### config.mk
export PLATFORM = sky130hd
export DESIGN_NAME = alu_share_ctrl
export DESIGN_NICKNAME = d
export VERILOG_FILES = /design/src/rtl/alu_share_ctrl.sv
export SDC_FILE = /design/constraint.sdc
export NUM_CORES = 1
export LEC_CHECK = 0
export CAP_MARGIN = 20
export CORE_UTILIZATION = 35
export DETAILED_ROUTE_END_ITERATION = 6
export GPL_TIMING_DRIVEN = 0
export PLACE_DENSITY_LB_ADDON = 0.05
export SLEW_MARGIN = 20
export SYNTH_ARGS = -nofsm -noshare
export SYNTH_HDL_FRONTEND = slang
export SYNTH_SLANG_ARGS = --single-unit
### constraint.sdc
create_clock -name clk -period 1.5 [get_ports clk]
set_clock_uncertainty 0.2 [all_clocks]
set_input_delay 0.3 -clock clk [delete_from_list [all_inputs] [get_ports clk]]
set_output_delay 0.3 -clock clk [all_outputs]
set_load 0.01 [all_outputs]
### src/rtl/alu_share_ctrl.sv
// Round-robin controller sharing one 4-bit ALU between two requesters.
// Optional completed-operation counter enabled by ALU_SHARE_CTRL_STATS_EN.
module alu_share_ctrl (
  input  logic       clk,
  input  logic       rst_n,
  input  logic       req0_valid,
  input  logic       req1_valid,
  output logic       req0_ready,
  output logic       req1_ready,
  input  logic [2:0] req0_op,
  input  logic [2:0] req1_op,
  input  logic [3:0] req0_a,
  input  logic [3:0] req0_b,
  input  logic [3:0] req1_a,
  input  logic [3:0] req1_b,
  output logic [2:0] alu_s,
  output logic [3:0] alu_a,
  output logic [3:0] alu_b,
  input  logic [3:0] alu_y,
  input  logic [3:0] alu_cout,
  output logic       rsp_valid,
  input  logic       rsp_ready,
  output logic       rsp_id,
  output logic [3:0] rsp_y,
  output logic       rsp_flag,
  output logic [7:0] op_count
);

  typedef enum logic [1:0] {IDLE, EXEC, RESP} state_t;

  state_t     state_reg, state_next;
  logic       last_grant_reg;
  logic       issue_id_reg;
  logic [2:0] alu_s_reg;
  logic [3:0] alu_a_reg, alu_b_reg;
  logic       rsp_id_reg, rsp_flag_reg;
  logic [3:0] rsp_y_reg;

  logic       grant_any, grant_id, accept, rsp_fire;
  logic [2:0] grant_op;
  logic [3:0] grant_a, grant_b;

  // Only cout[0] carries information; the upper ALU bits are ignored.
  logic unused_cout;
  assign unused_cout = ^alu_cout[3:1];

  always_comb begin
    grant_any = req0_valid | req1_valid;
    grant_id  = (req0_valid && req1_valid) ? ~last_grant_reg : req1_valid;
    grant_op  = grant_id ? req1_op : req0_op;
    grant_a   = grant_id ? req1_a  : req0_a;
    grant_b   = grant_id ? req1_b  : req0_b;
    accept    = (state_reg == IDLE) && grant_any;
    rsp_fire  = (state_reg == RESP) && rsp_ready;
  end

  assign req0_ready = accept && !grant_id;
  assign req1_ready = accept &&  grant_id;
  assign rsp_valid  = (state_reg == RESP);

  always_comb begin
    state_next = state_reg;
    case (state_reg)
      IDLE:    if (accept) state_next = EXEC;
      EXEC:    state_next = RESP;
      RESP:    if (rsp_ready) state_next = IDLE;
      default: state_next = IDLE;
    endcase
  end

  always_ff @(posedge clk) begin
    if (!rst_n) begin
      state_reg      <= IDLE;
      last_grant_reg <= 1'b1;
      issue_id_reg   <= 1'b0;
      alu_s_reg      <= '0;
      alu_a_reg      <= '0;
      alu_b_reg      <= '0;
      rsp_id_reg     <= 1'b0;
      rsp_y_reg      <= '0;
      rsp_flag_reg   <= 1'b0;
    end else begin
      state_reg <= state_next;
      if (accept) begin
        alu_s_reg      <= grant_op;
        alu_a_reg      <= grant_a;
        alu_b_reg      <= grant_b;
        issue_id_reg   <= grant_id;
        last_grant_reg <= grant_id;
      end
      // Logic ops (select MSB set) leave cout stale, so the flag is forced low.
      if (state_reg == EXEC) begin
        rsp_id_reg   <= issue_id_reg;
        rsp_y_reg    <= alu_y;
        rsp_flag_reg <= ~alu_s_reg[2] & alu_cout[0];
      end
    end
  end

  assign alu_s    = alu_s_reg;
  assign alu_a    = alu_a_reg;
  assign alu_b    = alu_b_reg;
  assign rsp_id   = rsp_id_reg;
  assign rsp_y    = rsp_y_reg;
  assign rsp_flag = rsp_flag_reg;

`ifdef ALU_SHARE_CTRL_STATS_EN
  logic [7:0] op_count_reg;

  always_ff @(posedge clk) begin
    if (!rst_n) begin
      op_count_reg <= '0;
    end else if (rsp_fire && op_count_reg != 8'hff) begin
      op_count_reg <= op_count_reg + 8'd1;
    end
  end

  assign op_count = op_count_reg;
`else
  logic unused_fire;
  assign unused_fire = rsp_fire;
  assign op_count    = '0;
`endif

endmodule

==> out/metrics.csv <==
metric;value;unit
Tcrit/Tclk final;109;%
Area Overhead vs Synth;68.5;%
DRT antenna net count;0;
synth unique cells;26;
Post-DP Area;1530;µm²
Final Hold Viols;0;
number of CTS-inserted buffers;3;
RSZ-0062 raised after global routing;true;
Slew Limit Fails;0;
crit-path max FO;4;
critical path type;flip-flop to primary output;
post-route cell area;1610;µm²
critical path data arrival time;1.13;ns
Worst Reg-to-Reg Cells;4;
Largest stage delay, worst path;0.38;ns
Die Ht;54.3;µm
GPL Wtd Cong;0.718;
drt wl/cell;13.4;µm
CTS root buffer;clkbuf_4;
Port Buffers;51;
largest net degree at the start of global routing;12;
# nets final;215;
row cnt;18;
crit path time final;1.63;ns
Hold Path Class;flip-flop to flip-flop;
Overflow after GRT;0;
post-synthesis average cell area;8.39;µm²
setup violators final;3;
hold-critical path depth;2;
Core Area;2520;µm²
Cell Area, Synth;956;µm²
Reg2Reg Capture Point;alu_s[0]$_SDFFE_PN0P_;
commonest non-fill, non-tap cell in the layout;clkdlybuf4s50_1;
area of the multi-input gates;487;µm²
violated checks;negative setup slack;
register area;429;µm²
Reg clk slew, reported paths;0.12;ns
Worst EP required;1.00;ns
dpl cells;202;
reg2reg setup slack;0.02;ns
buffers plus inverters on the worst setup path;1;
CP Depth;3;
outcome;complete, but fails checks;
gr usage total;20.1;%
maximum VDD drop;0.499;mV
Residual DRC;0;
number of detailed-route iterations in the first pass;4;
Syn. warnings;0;
# diodes;0;
Slew HR;66.4;%
most frequent cells in the layout;29 x clkdlybuf4s50_1, 22 x nand3_1, 18 x dfxtp_1, 18 x dlygate4sd2_1, 14 x buf_4;
die area;2940;µm²
First DRT Iteration DRCs;13;
fillers;246;
max-capacitance violation count;0;
cell count after synthesis;114;
vias in the first global route;989;
CP Capture Type;primary output;
hold_buf cts;0;
clk buf depth;2;
fin cells;209;
Worst Setup SP;state_reg[0]$_SDFFE_PN0P_;
crit-path leading delay family;flip-flops;
critical path endpoint;req0_ready;
layout cells sized above 1;19.6;%
power per cell area;835;nW/µm²
hold_sp;rsp_flag$_SDFFE_PN0N_;
slowest CP cell;dfxtp_4;
Core Util, Final;63.8;%
post-synthesis register bit count;21;
placed wire-length estimate;1.97;mm
DRT Wirelength;2.81;mm
first-pass GRT wire length;4.09;mm
# IOs;63;
Initial Utilization;37.9;%
CTS tree;done;
initial antenna violation count;0;
worst slew pin tran;0.504;ns
Peak Freq;0.614;GHz
Placement Setup Slack;-0.812;ns
DIE WIDTH;54.3;µm
Sink Count;21;
Max H-tree Level;1;
leakage;0.000730;µW
fin worst setup slack;-0.128;ns
Worst-Skew Late Latency;0.31;ns
CP cell instances;nor2_4 > and3_4 > buf_6;
Setup TNS;-0.288;ns
sequential share of the synthesized area;44.0;%
Reg-to-Reg Start;state_reg[0]$_SDFFE_PN0P_;
vias per inst;5.00;
Critical Path Start Type;flip-flop;
via count;1044;
[cell type report]
cell class                      instances  area share [%]
Buffer                                 15            6.45
Tap cell                               30            2.33
Multi-Input combinational cell         82            30.2
Clock buffer                            4            1.63
Sequential cell                        21            26.7
Inverter                                1           0.233
Timing Repair Buffer                   56            32.5
[per-stage QoR]
step | hold WS [ns] | power [µW]
5_1_grt | 0.319 | 1430
6_report | 0.307 | 1340
4_1_cts | 0.269 | 1330
3_5_place_dp | 0.255 | 1060
2_1_floorplan | 0.186 | 843
3_3_place_gp | 0.240 | 1050
[repair_timing]
item                       CTS  global route
setup endpoints to repair   31            14
buffers inserted             2             3
pin swaps                    3             6
gates cloned                 0             0
resized for setup           47            12
[cell usage after synthesis]
master    instances  share of area, %
nor3b_1           1              0.79
o21ai_1           1              0.52
a21oi_1           2               1.0
nor2_1            7               2.7
nor2b_1           1              0.65
a21boi_0          1              0.79
buf_6             1               1.2
or3b_1            1              0.92
clkbuf_1          6               2.4
nand2_1           1              0.39
o21ba_2           1               1.0
mux2i_1           5               5.2
buf_2             2               1.0
nand3_1          22                12
buf_4             8               6.3
and2_1            1              0.65
dfxtp_1          21                44
nor3_1            2               1.0
a31oi_1          11               7.2
o21ai_0          11               5.8
or2_1             1              0.65
nand2b_1          3               2.0
conb_1            1              0.39
inv_1             1              0.39
and3_1            1              0.65
nand3b_1          1              0.79
[worst min-delay path by stage]
| stage | endpoint | slack, ns |
|---|---|---|
| global placement | rsp_flag$_SDFFE_PN0N_ | 0.24 |
| global route | rsp_flag$_SDFFE_PN0N_ | 0.32 |
| finish | rsp_flag$_SDFFE_PN0N_ | 0.31 |
| CTS | rsp_flag$_SDFFE_PN0N_ | 0.27 |
| floorplan | last_grant_reg$_SDFFE_PN1P_ | 0.19 |
| detailed placement | rsp_flag$_SDFFE_PN0N_ | 0.26 |
[logic make-up after synthesis]
family | after synthesis | share of synthesized area (%)
DFF | 21 | 44.0
buffers and inverters | 18 | 11.3
AOI/OAI and AO/OA | 27 | 16.4
other | 1 | 0.392
and+or+nand+nor | 42 | 22.8
muxes | 5 | 5.24
[worst min-delay path: stages (launching register included)]
cell     delay (ns)
dfxtp_1        0.34
nand2_1        0.08
a21oi_2        0.06
[layer usage]
layer  GRT usage [%]  routed length, µm  up-vias
met1            20.9               1140      481
met5               0                  0        -
met3            4.17                190        4
li1                -                  -      518
met4            12.4                 51        0
met2            36.4               1420       41
[report_power, final]
part	switching (µW)	internal, µW
combinational	190	235
sequential	30.2	608
clock	176	104
(Power assumes the default switching activity.)
